## src/rtl/i2s_pkg.sv

```systemverilog
// Shared types and defaults for the stereo I2S receiver.
// Optional frame checking is enabled with the I2S_RX_FRAME_CHECK_EN macro.
package i2s_pkg;

    typedef enum logic [1:0] {
        ST_HUNT   = 2'd0,
        ST_LEFT   = 2'd1,
        ST_RIGHT  = 2'd2,
        ST_IGNORE = 2'd3
    } rx_state_e;

    localparam int DATA_W_DEF      = 24;
    localparam int SLOT_W_DEF      = 32;
    localparam int SYNC_STAGES_DEF = 2;
    localparam int ERR_CNT_W       = 16;

endpackage

```

## src/rtl/i2s_sync_edge.sv

```systemverilog
// Brings bck/lrck/data_in into the mck domain and produces a one-mck strobe per bck rise,
// with lrck/data delayed to match so they are sampled at the same instant as bck.
module i2s_sync_edge
    import i2s_pkg::*;
#(
    parameter int SYNC_STAGES = SYNC_STAGES_DEF
) (
    input  logic mck,
    input  logic rst_n,
    input  logic bck,
    input  logic lrck,
    input  logic data_in,
    output logic bck_rise,
    output logic lrck_s,
    output logic data_s
);

    logic [SYNC_STAGES-1:0] bck_sync_q, bck_sync_d;
    logic                   bck_prev_q, bck_prev_d;
    logic                   bck_rise_q, bck_rise_d;
    // One extra stage on lrck/data matches the edge-detect flop on bck.
    logic [SYNC_STAGES:0]   lrck_pipe_q, lrck_pipe_d;
    logic [SYNC_STAGES:0]   data_pipe_q, data_pipe_d;

    always_comb begin
        bck_sync_d  = {bck_sync_q[SYNC_STAGES-2:0], bck};
        bck_prev_d  = bck_sync_q[SYNC_STAGES-1];
        bck_rise_d  = bck_sync_q[SYNC_STAGES-1] & ~bck_prev_q;
        lrck_pipe_d = {lrck_pipe_q[SYNC_STAGES-1:0], lrck};
        data_pipe_d = {data_pipe_q[SYNC_STAGES-1:0], data_in};
    end

    // NOTE: sequential state uses <= so every flop samples the pre-edge values.
    always_ff @(posedge mck or negedge rst_n) begin
        if (!rst_n) begin
            bck_sync_q  <= '0;
            bck_prev_q  <= 1'b0;
            bck_rise_q  <= 1'b0;
            lrck_pipe_q <= '0;
            data_pipe_q <= '0;
        end else begin
            bck_sync_q  <= bck_sync_d;
            bck_prev_q  <= bck_prev_d;
            bck_rise_q  <= bck_rise_d;
            lrck_pipe_q <= lrck_pipe_d;
            data_pipe_q <= data_pipe_d;
        end
    end

    assign bck_rise = bck_rise_q;
    assign lrck_s   = lrck_pipe_q[SYNC_STAGES];
    assign data_s   = data_pipe_q[SYNC_STAGES];

endmodule

```

## src/rtl/i2s_rx_stereo.sv

```systemverilog
// Stereo I2S receiver: frames left/right slots on lrck edges and hands out sample pairs
// over valid/ready. Define I2S_RX_FRAME_CHECK_EN to add frame_err / err_count outputs.
module i2s_rx_stereo
    import i2s_pkg::*;
#(
    parameter int DATA_W      = DATA_W_DEF,
    parameter int SLOT_W      = SLOT_W_DEF,
    parameter int SYNC_STAGES = SYNC_STAGES_DEF
) (
    input  logic              mck,
    input  logic              reset_n,
    input  logic              bck,
    input  logic              lrck,
    input  logic              data_in,
    output logic [DATA_W-1:0] out_left,
    output logic [DATA_W-1:0] out_right,
    output logic              out_valid,
    input  logic              out_ready,
    output logic              overrun
`ifdef I2S_RX_FRAME_CHECK_EN
    ,
    output logic                 frame_err,
    output logic [ERR_CNT_W-1:0] err_count
`endif
);

    localparam int                CNT_W      = $clog2(SLOT_W + 1);
    localparam logic [CNT_W-1:0]  DATA_W_C   = CNT_W'(DATA_W);
    localparam logic [CNT_W-1:0]  LAST_BIT_C = CNT_W'(DATA_W - 1);
    localparam logic [CNT_W-1:0]  SLOT_W_C   = CNT_W'(SLOT_W);

    // Assert asynchronously, release on an mck edge so no flop sees a metastable release.
    logic [1:0] rst_sync_q;
    logic       rst_n;

    always_ff @(posedge mck or negedge reset_n) begin
        if (!reset_n) rst_sync_q <= 2'b00;
        else          rst_sync_q <= {rst_sync_q[0], 1'b1};
    end

    assign rst_n = rst_sync_q[1];

    logic bck_rise, lrck_s, data_s;

    i2s_sync_edge #(.SYNC_STAGES(SYNC_STAGES)) u_sync (
        .mck      (mck),
        .rst_n    (rst_n),
        .bck      (bck),
        .lrck     (lrck),
        .data_in  (data_in),
        .bck_rise (bck_rise),
        .lrck_s   (lrck_s),
        .data_s   (data_s)
    );

    rx_state_e         state_q, state_d;
    logic [CNT_W-1:0]  bit_cnt_q, bit_cnt_d;
    logic              lrck_prev_q, lrck_prev_d;
    logic [DATA_W-1:0] left_q, left_d;
    logic [DATA_W-1:0] right_q, right_d;
    logic [DATA_W-1:0] out_left_q, out_left_d;
    logic [DATA_W-1:0] out_right_q, out_right_d;
    logic              out_valid_q, out_valid_d;
    logic              overrun_q, overrun_d;
    logic              lr_edge;
    logic              pair_done;
    logic              slot_err;

    // NOTE: every signal gets a default first so this block cannot infer a latch.
    always_comb begin
        state_d     = state_q;
        bit_cnt_d   = bit_cnt_q;
        lrck_prev_d = lrck_prev_q;
        left_d      = left_q;
        right_d     = right_q;
        lr_edge     = lrck_s != lrck_prev_q;
        pair_done   = 1'b0;
        slot_err    = 1'b0;

        if (bck_rise) begin
            lrck_prev_d = lrck_s;
            case (state_q)
                ST_HUNT: begin
                    if (lr_edge && !lrck_s) begin
                        state_d   = ST_LEFT;
                        bit_cnt_d = '0;
                    end
                end
                ST_LEFT, ST_RIGHT: begin
                    if (lr_edge) begin
                        if (bit_cnt_q >= DATA_W_C) begin
                            state_d   = (state_q == ST_LEFT) ? ST_RIGHT : ST_LEFT;
                            bit_cnt_d = '0;
                        end else begin
                            state_d  = ST_HUNT;
                            slot_err = 1'b1;
                        end
                    end else begin
                        // The edge strobe carries the previous slot's LSB, so shifting starts one strobe later.
                        if (bit_cnt_q < DATA_W_C) begin
                            if (state_q == ST_LEFT) begin
                                left_d = {left_q[DATA_W-2:0], data_s};
                            end else begin
                                right_d   = {right_q[DATA_W-2:0], data_s};
                                pair_done = (bit_cnt_q == LAST_BIT_C);
                            end
                        end
                        if (bit_cnt_q < SLOT_W_C) bit_cnt_d = bit_cnt_q + CNT_W'(1);
                        if (bit_cnt_d == SLOT_W_C) begin
                            state_d  = ST_IGNORE;
                            slot_err = 1'b1;
                        end
                    end
                end
                ST_IGNORE: state_d = ST_HUNT;
                default:   state_d = ST_HUNT;
            endcase
        end
    end

    always_comb begin
        out_left_d  = out_left_q;
        out_right_d = out_right_q;
        out_valid_d = out_valid_q;
        overrun_d   = 1'b0;

        if (pair_done) begin
            if (!out_valid_q || out_ready) begin
                out_left_d  = left_q;
                out_right_d = right_d;
                out_valid_d = 1'b1;
            end else begin
                overrun_d = 1'b1;
            end
        end else if (out_valid_q && out_ready) begin
            out_valid_d = 1'b0;
        end
    end

    always_ff @(posedge mck or negedge rst_n) begin
        if (!rst_n) begin
            state_q     <= ST_HUNT;
            bit_cnt_q   <= '0;
            lrck_prev_q <= 1'b0;
            left_q      <= '0;
            right_q     <= '0;
            out_left_q  <= '0;
            out_right_q <= '0;
            out_valid_q <= 1'b0;
            overrun_q   <= 1'b0;
        end else begin
            state_q     <= state_d;
            bit_cnt_q   <= bit_cnt_d;
            lrck_prev_q <= lrck_prev_d;
            left_q      <= left_d;
            right_q     <= right_d;
            out_left_q  <= out_left_d;
            out_right_q <= out_right_d;
            out_valid_q <= out_valid_d;
            overrun_q   <= overrun_d;
        end
    end

    assign out_left  = out_left_q;
    assign out_right = out_right_q;
    assign out_valid = out_valid_q;
    assign overrun   = overrun_q;

`ifdef I2S_RX_FRAME_CHECK_EN
    logic                 frame_err_q, frame_err_d;
    logic [ERR_CNT_W-1:0] err_count_q, err_count_d;

    always_comb begin
        frame_err_d = slot_err;
        err_count_d = err_count_q;
        if (slot_err && (err_count_q != '1)) err_count_d = err_count_q + ERR_CNT_W'(1);
    end

    always_ff @(posedge mck or negedge rst_n) begin
        if (!rst_n) begin
            frame_err_q <= 1'b0;
            err_count_q <= '0;
        end else begin
            frame_err_q <= frame_err_d;
            err_count_q <= err_count_d;
        end
    end

    assign frame_err = frame_err_q;
    assign err_count = err_count_q;
`else
    logic unused_slot_err;
    assign unused_slot_err = slot_err;
`endif

endmodule

```

## config.mk

```make
export PLATFORM = sky130hd
export DESIGN_NAME = i2s_rx_stereo
export DESIGN_NICKNAME = d
export VERILOG_FILES = /design/src/rtl/i2s_pkg.sv /design/src/rtl/i2s_sync_edge.sv /design/src/rtl/i2s_rx_stereo.sv
export SDC_FILE = /design/constraint.sdc
export NUM_CORES = 1
export LEC_CHECK = 0
export ABC_AREA = 0
export CAP_MARGIN = 20
export CORE_ASPECT_RATIO = 0.6
export CORE_MARGIN = 3
export CORE_UTILIZATION = 50
export CTS_BUF_LIST = sky130_fd_sc_hd__clkbuf_4
export DETAILED_ROUTE_END_ITERATION = 16
export PLACE_DENSITY = 0.71
export RECOVER_POWER = 50
export SETUP_SLACK_MARGIN = 0.15
export SLEW_MARGIN = 20
export SYNTH_ARGS = -nofsm -noshare
export SYNTH_HDL_FRONTEND = slang
export SYNTH_SLANG_ARGS = --single-unit
```

## constraint.sdc

```tcl
create_clock -name mck -period 8.5 [get_ports mck]
set_input_delay 1.7 -clock mck [delete_from_list [all_inputs] [get_ports mck]]
set_output_delay 1.7 -clock mck [all_outputs]
set_load 0.01 [all_outputs]
```

# After elaboration in Yosys (flattened, before gate mapping)
# Cells that the tools add are included.
# op_classes
add_sub_neg	1
n_lt_le_gt_ge	3
eq_ne	10
mux	29
bitwise	3
n_reduce_logical	14
# ops
op	count
$mux 24	5
$mux 6	7
$pmux 6 s2	1
$mux 1	10
$mux 2	5
$add 6x1->6 const B	1
$eq 6x5->1 const B	1
$eq 6x6->1 const B	1
$ge 6x5->1 const B	1
$lt 6x5->1 const B	1
$lt 6x6->1 const B	1
$ne 3x3->1 const B	2
$pmux 2 s3	1
$reduce_and 5->1	1
$eq 2x2->1 const B	2
$reduce_and 2->1	2
$reduce_and 4->1	1
$reduce_bool 2->1	2
$reduce_and 3->1	1
$eq 2x1->1 const B	1
$logic_and 1x1->1	2
$logic_not 1->1	2
$logic_not 2->1	1
$ne 2x1->1 const B	1
6 further kinds	7
# word_totals
ff_bits	119
in_bits	6
out_inout_bits	50
wordCells	75

# Longest topological paths before layout
# Gate-level depths: netlist of the first run.
# depth
depth_word	9
mapped_depth	10
mapped_depth_nobuf	6

# By module
# From an unflattened synthesis of the first run, not the netlist that was laid out.
# unflattened
hier_cells	298
hier_area_um2	4663.2
# modules_own_cells
mod	n_inst	cells_per_inst	area_each_um2	seq_area_each_um2
i2s_rx_stereo	1	287	4399.2	2702.6
i2s_sync_edge	1	11	264.0	250.2

# Least setup slack after synthesis of the first run
# OpenSTA, ideal clock, no wires.
# synth_timing
kind	input-to-reg
from	in out_ready
to	reg out_right_q[10], in the netlist out_right[10]
setup_ps	125
arrival_time_ps	2556
required_ps	8375
slack_ps	5819
stages	5
n_path_buf	2
cell_sequence	nand2b_1 nand3_2 buf_6 buf_6 mux2_4
# synth_via
elab_chain_cells	2
# synth_lines
element	line_no	rtl
from (decl)	i2s_rx_stereo.sv:18	input logic out_ready,
$logic_or 1x1->1	i2s_rx_stereo.sv:128	if (!out_valid_q || out_ready) begin
$reduce_and 2->1 (no line)	n/a	
to (signal assigned)	i2s_rx_stereo.sv:158	out_right_q <= out_right_d;
to (decl)	i2s_rx_stereo.sv:62	logic [DATA_W-1:0] out_right_q, out_right_d;
# No other way between the ends.
# A chain may end at the register's enable or synchronous reset.

# Worst setup path after layout of the first run
# layout_timing
from	reg state_q[0]
to	reg out_right_q[20], in the netlist out_right[20]
# layout_via
elab_chain_cells	7
word_cells_on_any_way	14
cone_classes	eq/ne: 2; mux: 10; reduce/logical: 2
# layout_lines
element	line_no	rtl
from (decl)	i2s_rx_stereo.sv:56	rx_state_e state_q, state_d;
from (signal assigned)	i2s_rx_stereo.sv:152	state_q <= state_d;
$eq 2x1->1	i2s_rx_stereo.sv:82, i2s_rx_stereo.sv:101	
$mux 1	i2s_rx_stereo.sv:101	if (state_q == ST_LEFT) begin
$mux 1	i2s_rx_stereo.sv:100	if (bit_cnt_q < DATA_W_C) begin
$mux 1	i2s_rx_stereo.sv:90	if (lr_edge) begin
$mux 1	i2s_rx_stereo.sv:82	case (state_q)
$mux 1	i2s_rx_stereo.sv:80	if (bck_rise) begin
$reduce_and 2->1 (no line)	n/a	
# Several ways; a longest one is shown, not always the timed one.

==> run_results.csv, run 1 <==
group,metric,value,unit
detailed_routing,ant_nets,0,
clock_network,cts_resized,0,
clock_network,hold_buffers,0,
placement,dp_hpwl,4907,um
run_status,outcome,"finished, violations left",
global_routing,grt_pass1_wl,13280,um
sta,max_freq,0.2765,GHz
clock_network,h-tree-depth,4,
sta,slew_violations,52,
sta,setup_slack,4883,ps
finish,drive_gt1_frac,0.3450,
floorplanning,io_pins,56,
global_routing,grt_max_degree,67,
clock_network,clkTransAtPathRegs,90,ps
synth,yosysWarningCount,0,
synth,synth_top_cells_by_count,"118 x dfrtp_1, 77 x mux2_2, 20 x mux2_4",
synth,ys_seq_area_frac,0.6363,
finish,postLayoutCoreUtil,0.6258,
synth,synth_ff_type,"dfrtp_1",
setup_path,slowest_delay,1010,ps
detailed_routing,drt_iter0_markers,126,
synth,yosysUniqueCellTypes,37,
synth,synth_nets,306,
finish,n_antenna_cell,0,
power_and_ir_drop,pwr-share-clk,0.297,
setup_path,cp.arrival,3990,ps
floorplanning,start_util,0.5303,
sta,rsz0062_at_grt,"no",
floorplanning,die_area,10510,um^2
synth,async_reset_ff_frac,1.000,
detailed_routing,wl,7618,um
setup_path,cp.required,8870,ps
clock_network,cts_tree,"yes",
sta,clock_skew,18.08,ps
synth,avgSynthCellArea,15.78,um^2
detailed_routing,via_count,2546,
power_and_ir_drop,combPwrFrac,0.121,
global_routing,antenna_found_initial,0,
run_status,violations,"max-capacitance violations, max-slew violations",
sta,setup-tns-final,0,ps
setup_path,cp_num_buf_inv,3,
synth,ys_seq_elements,118,
floorplanning,die_h,80.63,um
synth,synthTopCellsByArea,"dfrtp_1 64%, mux2_2 19%, mux2_4 6.5%",
clock_network,post-cts-setup-buffer-count,0,
detailed_routing,detail_route.wl_per_cell,15.77,um
detailed_routing,drt-vias-per-instance,5.271,
setup_path,start_kind,"flip-flop",
floorplanning,die_x,130.4,um
sta,tightest_slew,1974,ps
sta,slew_headroom,-0.3160,
finish,area_growth,18.01,%
sta,fin_crit_sh,0.4255,
synth,netlist_area,4641,um^2
placement,place_congestion,0.7656,
setup_path,crit_type,"flip-flop to flip-flop",
detailed_routing,drtPass1Iterations,4,
job,drv_cap,1,
setup_path,reg2reg_from,"state_q[0]",
power_and_ir_drop,power.share.switching,0.2712,
power_and_ir_drop,p_seq_frac,0.583,
floorplanning,rows,26,
sta,hold_ws,355.9,ps
power_and_ir_drop,powerDensity,192.3,nW/um^2
sta,finalSetupViolCount,0,
floorplanning,core_area,8751,um^2
clock_network,ctsRootBufferMaster,"clkbuf_4",
clock_network,cts.sinks,118,
setup_path,end_kind,"flip-flop",
clock_network,worstSkewPairLatency,490,ps
finish,fin_nets,371,
synth,synth_edf_count,0,
global_routing,grt.overflow.total,0,
power_and_ir_drop,internal_power,767.3,uW
placement,post_dp_cell_area,5279,um^2
worst_hold_path,hold_start,"u_sync.data_pipe_q[0]",
sta,finalHoldViolCount,0,
clock_network,cts_buffer_depth,2,
setup_path,crit_slowest_cell,"clkbuf_1",
sta,layout_min_cycle_time,3617,ps
power_and_ir_drop,leakagePower,2.735,nW
setup_path,path_cells,"inv_1 > ha_1 > and2_0 > and4b_1 > clkbuf_1 > nand3_2 > buf_4 > mux2_4",
placement,portBuffers,55,
setup_path,crit_fanout,48,
placement,dp_slack,4983,ps
power_and_ir_drop,switchingPower,285.6,uW
global_routing,track_usage,0.1665,
global_routing,grt_pass1_vias,2652,
detailed_routing,drc,0,
synth,syn_inst,294,
clock_network,numCtsBuffers,17,
synth,synth_top_area_share,0.6363,
synth,yosysMostFrequentCell,"dfrtp_1",
finish,design_area,5477,um^2
setup_path,crit_start,"state_q[0]",
synth,yosysTopAreaCell,"dfrtp_1",
setup_path,cpLargestDelayFamily,"buffers and inverters",
power_and_ir_drop,vdd_ir_drop_max,0.1029,mV
worst_hold_path,hold_path.class,"flip-flop to flip-flop",
==> logic make-up (layout without fill, tap and decap cells) <==
kind of cell	Yosys count	count (layout)	share of synthesized area
xor+xnor	1	1	0.001888
fa+ha+maj	6	6	0.01618
simple gates	34	34	0.04098
flops	118	118	0.6363
compound gates	19	19	0.02966
other cells	1	1	0.0008081
mux	97	97	0.2516
buf+inv	18	95	0.02265
==> layout make-up <==
class	count	area [um^2]
clock inverters	8	36.28
repair buffers	59	573.1
flip-flops and latches	118	2953
fillers	647	3274
inverters	5	18.77
multi-input cells	158	1583
clock buffers	23	172.7
well taps	112	140.1
==> power groups by stage <==
stage | registers (mW) | logic [mW] | clock network [mW]
after floorplan | 0.621 | 0.101 | 0
after global placement | 0.624 | 0.122 | 0
after detailed placement | 0.626 | 0.126 | 0
after CTS | 0.615 | 0.126 | 0.323
after global routing | 0.620 | 0.141 | 0.355
final | 0.614 | 0.127 | 0.312
==> path summary, 6_finish.rpt <==
check                                             end  slack, ps  depth (start not counted)
worst min register to register  u_sync.data_pipe_q[1]        360                          0
max in group asynchronous                  left_q[21]       5970                          1
min in group asynchronous                 out_left[9]        830                          0
worst max-delay path                    out_right[20]       4880                          8
worst max register to register          out_right[20]       4880                          8
worst min-delay path            u_sync.data_pipe_q[1]        360                          0
==> worst reg2reg max path, cell delays in order, from the launching register on <==
cell,delay (ps)
dfrtp_1,410
inv_1,90
ha_1,350
and2_0,460
and4b_1,250
clkbuf_1,1010
nand3_2,110
buf_4,430
mux2_4,400
==> sequential cells by signal, summed over array words and instances, names as in the netlist <==
register	cells
lrck_prev_q	1
rst_sync_q	2
right_q	23
out_right	24
state_q	2
u_sync.bck_rise	1
u_sync.lrck_pipe_q	3
u_sync.bck_prev_q	1
u_sync.bck_sync_q	2
out_left	24
u_sync.data_pipe_q	3
overrun	1
bit_cnt_q	6
out_valid	1
left_q	24
==> layout by cell type, fill, tap and decap left out, types with 3 or more instances in the layout <==
master and count:
clkbuf_4 23, dfrtp_1 118, clkdlybuf4s50_1 51, inv_1 5, mux2_4 20, dlygate4sd3_1 4
a21oi_1 3, ha_1 6, nand2_1 7, nand2b_1 4, o21ai_0 4, nor2_1 6
mux2_2 77, clkinv_1 3, clkinv_2 5
==> per-stage QoR <==
stage | instances | power, mW
floorplan | 294 | 0.7215
global placement | 452 | 0.7460
detailed placement | 452 | 0.7521
CTS | 483 | 1.064
global route | 483 | 1.116
finish | 483 | 1.053
==> metal layers <==
layer  GRT usage  vias to the layer above  routed length [um]
met5           0                        -                   0
met4     0.06879                        0                 107
met3     0.05116                       10                 287
met2      0.2301                       56                3411
met1      0.2433                     1297                3813
li1            -                     1183                   -
Power figures use the tool's default switching activity.
==> inputs of run 2 (changes only) <==
--- a/config.mk
+++ b/config.mk
@@ -12,7 +12,7 @@
 export CORE_UTILIZATION = 50
 export CTS_BUF_LIST = sky130_fd_sc_hd__clkbuf_4
 export DETAILED_ROUTE_END_ITERATION = 16
-export PLACE_DENSITY = 0.71
+export PLACE_DENSITY = 0.74
 export RECOVER_POWER = 50
 export SETUP_SLACK_MARGIN = 0.15
 export SLEW_MARGIN = 20
==> constraint.sdc (replaced) <==
create_clock -name mck -period 3.3 [get_ports mck]
set_input_delay 0.66 -clock mck [delete_from_list [all_inputs] [get_ports mck]]
set_output_delay 0.66 -clock mck [all_outputs]
set_load 0.01 [all_outputs]
==> run 2 against run 1 <==
Compared with the run above: the run now ends clean; sequential cell count is the same; clock power rose to 3.6 times the previous value; sequential share of layout area decreased by 1.2 points; final area up 2.4%; critical path type unchanged; highest routed layer unchanged.
==> run_results.csv, run 2 (same netlist as run 1, synthesis figures left out) <==
group,metric,value,unit
run_status,outcome,"finished clean",
detailed_routing,drtPass1Iterations,5,
clock_network,hold_buffers,0,
placement,dp_hpwl,5300,um
finish,nFillCells,640,
floorplanning,die_x,130.4,um
worst_hold_path,hold_path.class,"flip-flop to flip-flop",
worst_hold_path,whs_path_depth,0,
sta,finalHoldViolCount,0,
finish,final_cell_mix,"117 x dfrtp_1, 77 x mux2_2, 48 x clkdlybuf4s50_1, 20 x mux2_4, 17 x clkbuf_4",
setup_path,slowest_delay,480,ps
power_and_ir_drop,leakagePower,2.790,nW
global_routing,grt.overflow.total,0,
floorplanning,rows,26,
setup_path,r2r_setup_slack,350,ps
setup_path,r2r_end,"out_right[9]",
worst_hold_path,hold_path_end,"u_sync.lrck_pipe_q[2]",
global_routing,grt_pass1_vias,2559,
sta,clock_skew,17.94,ps
floorplanning,core_area,8751,um^2
setup_path,start_kind,"flip-flop",
clock_network,clkTransAtPathRegs,100,ps
detailed_routing,drc,0,
setup_path,crit_slowest_cell,"nand3_2",
sta,layout_min_cycle_time,2946,ps
global_routing,track_usage,0.1718,
floorplanning,io_pins,56,
floorplanning,die_h,80.63,um
global_routing,grt_pass1_wl,13430,um
setup_path,reg2reg_from,"state_q[0]",
clock_network,post-cts-setup-buffer-count,0,
clock_network,cts_tree,"yes",
power_and_ir_drop,power,3.039,mW
detailed_routing,wl,8118,um
global_routing,antenna_found_initial,0,
setup_path,cpLargestDelayFamily,"simple AND/OR/NAND/NOR gates",
detailed_routing,detail_route.wl_per_cell,16.70,um
clock_network,cts_resized,0,
sta,slew_violations,0,
sta,hold_ws,355.6,ps
placement,portBuffers,55,
setup_path,r2r_cells,7,
setup_path,cp_num_buf_inv,2,
clock_network,h-tree-depth,4,
setup_path,cp.arrival,3330,ps
setup_path,cp.required,3680,ps
placement,place_congestion,0.8368,
detailed_routing,via_count,2584,
sta,max_freq,0.3395,GHz
clock_network,cts.sinks,118,
finish,fin_nets,373,
job,drv_cap,0,
sta,setup-tns-final,0,ps
detailed_routing,drt_iter0_markers,198,
clock_network,cts_buffer_depth,2,
floorplanning,start_util,0.5303,
clock_network,worstSkewPairLatency,500,ps
sta,tightest_slew,1451,ps
detailed_routing,ant_nets,0,
power_and_ir_drop,vdd_ir_drop_max,0.2881,mV
finish,final_common_cell,"dfrtp_1",
clock_network,ctsRootBufferMaster,"clkbuf_4",
setup_path,end_kind,"flip-flop",
sta,rsz0062_at_grt,"no",
sta,slew_headroom,0.03247,
finish,area_growth,20.84,%
clock_network,numCtsBuffers,17,
global_routing,grt_max_degree,71,
finish,n_antenna_cell,0,
setup_path,crit_type,"flip-flop to flip-flop",
sta,fin_crit_sh,0.8927,
setup_path,path_depth,7,
floorplanning,die_area,10510,um^2
detailed_routing,drt-vias-per-instance,5.317,
finish,drive_gt1_frac,0.3529,
setup_path,crit_fanout,17,
sta,finalSetupViolCount,0,
setup_path,path_cells,"inv_1 > ha_1 > and2_0 > and4b_1 > nand3_2 > buf_4 > mux2_4",
worst_hold_path,hold_start,"u_sync.lrck_pipe_q[1]",
power_and_ir_drop,powerDensity,542.0,nW/um^2
==> run 2: changes by cell type in the layout (fill, tap and decap cells not counted) <==
cell / change
clkbuf_2: +1
clkinv_4: +2
dfrtp_1: -1
bufinv_16: +4
dfrtp_2: +1
dlygate4sd3_1: +3
buf_12: +1
clkinv_2: -2
clkinvlp_4: +3
clkbuf_4: -6
clkdlybuf4s50_1: -3
==> run 2: worst max path at each step <==
stage | to | slack (ps) | startpoint
final | out_right[9] | 350 | state_q[0]
after global placement | out_right[16] | 600 | state_q[0]
after detailed placement | out_right[9] | 530 | state_q[0]
after floorplan | out_right[10] | 1110 | state_q[0]
after CTS | out_right[9] | 450 | state_q[0]
after global routing | out_right[8] | 160 | state_q[0]
==> run 2: layout make-up <==
cell class	count	area, um^2	area share
sequential	118	2954	0.5268
timing repair buffer	61	598.1	0.1066
clock inverter	15	186.4	0.03324
multi-input combinational	158	1583	0.2822
clock buffer	17	127.6	0.02276
inverter	5	18.77	0.003347
tap	112	140.1	0.02499
==> run 2: stage by stage <==
step	util	setup WS [ps]	instance area [um^2]	instances
2_1_floorplan	-	1112	4642	294
4_1_cts	0.6423	448.3	5620	486
6_report	0.6408	354.2	5608	486
5_1_grt	0.6408	156.6	5608	486
3_3_place_gp	0.6064	600.4	5306	454
3_5_place_dp	0.6064	531.0	5306	454
==> run 2: power by group <==
group / switching, mW / internal, mW
Clock: 0.536 / 0.591
Combinational: 0.191 / 0.136
Sequential: 0.0733 / 1.51
==> run 2: layer usage <==
metal | part of all wire | global-route usage | up-vias
met4 | 0.0058 | 0.05236 | 0
met2 | 0.44 | 0.2398 | 66
li1 | - | - | 1201
met1 | 0.50 | 0.2427 | 1310
met3 | 0.055 | 0.07508 | 7
met5 | 0 | 0 | -
==> inputs of run 3 (changes only) <==
--- a/config.mk
+++ b/config.mk
@@ -13,7 +13,6 @@
 export CTS_BUF_LIST = sky130_fd_sc_hd__clkbuf_4
 export DETAILED_ROUTE_END_ITERATION = 16
 export PLACE_DENSITY = 0.74
-export RECOVER_POWER = 50
 export SETUP_SLACK_MARGIN = 0.15
 export SLEW_MARGIN = 20
 export SYNTH_ARGS = -nofsm -noshare
==> run 3 against run 2 <==
Compared with the run above: sequential share of layout area down 0.073 points; worst setup slack better by 110 ps; clock power about the same; die area unchanged; critical endpoint unchanged; largest cell class unchanged; largest power group unchanged.
==> run_results.csv, run 3 (same netlist as run 1, synthesis figures left out) <==
group,metric,value,unit
run_status,outcome,"finished clean",
power_and_ir_drop,p_seq_frac,0.519,
floorplanning,core_area,8751,um^2
detailed_routing,via_count,2579,
floorplanning,start_util,0.5303,
setup_path,r2r_setup_slack,470,ps
sta,max_freq,0.3530,GHz
global_routing,grt_pass1_vias,2559,
power_and_ir_drop,power,3.049,mW
power_and_ir_drop,combPwrFrac,0.109,
finish,regArea,2957,um^2
power_and_ir_drop,internal_power,2.242,mW
floorplanning,die_h,80.63,um
floorplanning,die_x,130.4,um
clock_network,cts_resized,0,
worst_hold_path,hold_path.class,"primary input to async pin",
placement,post_dp_cell_area,5306,um^2
setup_path,crit_slowest_cell,"nand3_2",
detailed_routing,drc,0,
placement,placedCellCount,454,
power_and_ir_drop,vdd_ir_drop_max,0.2919,mV
global_routing,grt.overflow.total,0,
finish,drive_gt1_frac,0.3583,
placement,dp_hpwl,5300,um
setup_path,r2r_end,"out_right[9]",
clock_network,post-cts-setup-buffer-count,0,
detailed_routing,drtPass1Iterations,6,
sta,clock_skew,18.90,ps
placement,portBuffers,55,
finish,n_antenna_cell,0,
floorplanning,io_pins,56,
power_and_ir_drop,pwr-share-clk,0.371,
detailed_routing,drt_iter0_markers,153,
global_routing,grt_max_degree,71,
detailed_routing,ant_nets,0,
setup_path,cp.required,3700,ps
sta,slew_headroom,0.4257,
finish,design_area,5620,um^2
clock_network,cts_tree,"yes",
sta,finalHoldViolCount,0,
clock_network,h-tree-depth,4,
setup_path,start_kind,"flip-flop",
sta,hold_ws,293.2,ps
finish,final_common_cell,"dfrtp_1",
finish,area_growth,21.11,%
global_routing,grt_pass1_wl,13430,um
clock_network,clkTransAtPathRegs,110,ps
setup_path,cpLargestDelayFamily,"simple AND/OR/NAND/NOR gates",
finish,fin_nets,373,
clock_network,hold_buffers,0,
clock_network,ctsRootBufferMaster,"clkbuf_4",
sta,tightest_slew,861.5,ps
setup_path,crit_type,"flip-flop to flip-flop",
finish,finish.cell_count_without_fillers,486,
sta,setup-tns-final,0,ps
finish,final_cell_mix,"117 x dfrtp_1, 77 x mux2_2, 55 x clkdlybuf4s50_1, 20 x mux2_4, 17 x clkbuf_4",
global_routing,antenna_found_initial,0,
sta,slew_violations,0,
clock_network,cts_buffer_depth,2,
setup_path,path_cells,"inv_1 > ha_1 > and2_1 > and4b_1 > nand3_2 > buf_4 > mux2_4",
placement,place_congestion,0.8368,
global_routing,track_usage,0.1718,
clock_network,numCtsBuffers,17,
sta,finalSetupViolCount,0,
setup_path,end_kind,"flip-flop",
power_and_ir_drop,powerDensity,542.5,nW/um^2
sta,fin_crit_sh,0.8584,
finish,nFillCells,638,
detailed_routing,wl,8151,um
detailed_routing,detail_route.wl_per_cell,16.77,um
power_and_ir_drop,power.share.switching,0.2649,
clock_network,cts.sinks,118,
detailed_routing,drt-vias-per-instance,5.307,
setup_path,r2r_cells,7,
setup_path,crit_fanout,17,
setup_path,cp_num_buf_inv,2,
sta,layout_min_cycle_time,2833,ps
floorplanning,rows,26,
finish,multi_input_area,1583,um^2
setup_path,slowest_delay,480,ps
setup_path,cp.arrival,3230,ps
power_and_ir_drop,leakagePower,2.787,nW
sta,rsz0062_at_grt,"no",
clock_network,worstSkewPairLatency,510,ps
job,drv_cap,0,
setup_path,reg2reg_from,"state_q[0]",
power_and_ir_drop,switchingPower,807.7,uW
floorplanning,die_area,10510,um^2
-- run 3: cell types whose count changed in the layout (fill, tap and decap cells not counted), sizes merged --
cell,delta
clkdlybuf4s50,+7
buf,+3
dlygate4sd3,-7
clkbuf,-3
-- run 3: worst max path at each step --
stage                                to  slack (ps)  depth (start not counted)       start
final                      out_right[9]         470                          7  state_q[0]
after global routing       out_right[8]         280                          7  state_q[0]
after CTS                  out_right[9]         450                          7  state_q[0]
after detailed placement   out_right[9]         530                          7  state_q[0]
after global placement    out_right[16]         600                          7  state_q[0]
after floorplan           out_right[10]        1110                         10  state_q[0]
-- run 3: stage by stage --
step | worst slack [ps] | util
after floorplan | 1112 | -
after global placement | 600.4 | 0.6064
after detailed placement | 531.0 | 0.6064
after CTS | 448.3 | 0.6423
after global routing | 282.2 | 0.6423
final | 467.3 | 0.6423
-- run 3: power by group through the flow --
stage	clock (mW)	combinational, mW	sequential, mW
2_1_floorplan	0	0.260	1.60
3_5_place_dp	0	0.320	1.61
3_3_place_gp	0	0.306	1.61
6_report	1.13	0.333	1.58
4_1_cts	1.16	0.328	1.59
5_1_grt	1.23	0.361	1.60
-- run 3: cell type report --
type,instances,share of cell area
Clock buffer,17,0.02271
Tap cell,112,0.02493
Multi-Input combinational cell,158,0.2816
Sequential cell,118,0.5260
Timing Repair Buffer,61,0.1082
Inverter,5,0.003339
Clock inverter,15,0.03317
-- run 3: layer usage --
metal / GRT usage / vias up / routed length, um / part of all wire
met4: 0.05236 / 0 / 80 / 0.0098
li1: - / 1196 / - / -
met1: 0.2427 / 1299 / 4006 / 0.49
met3: 0.07508 / 10 / 498 / 0.061
met2: 0.2398 / 74 / 3566 / 0.44
met5: 0 / - / 0 / 0
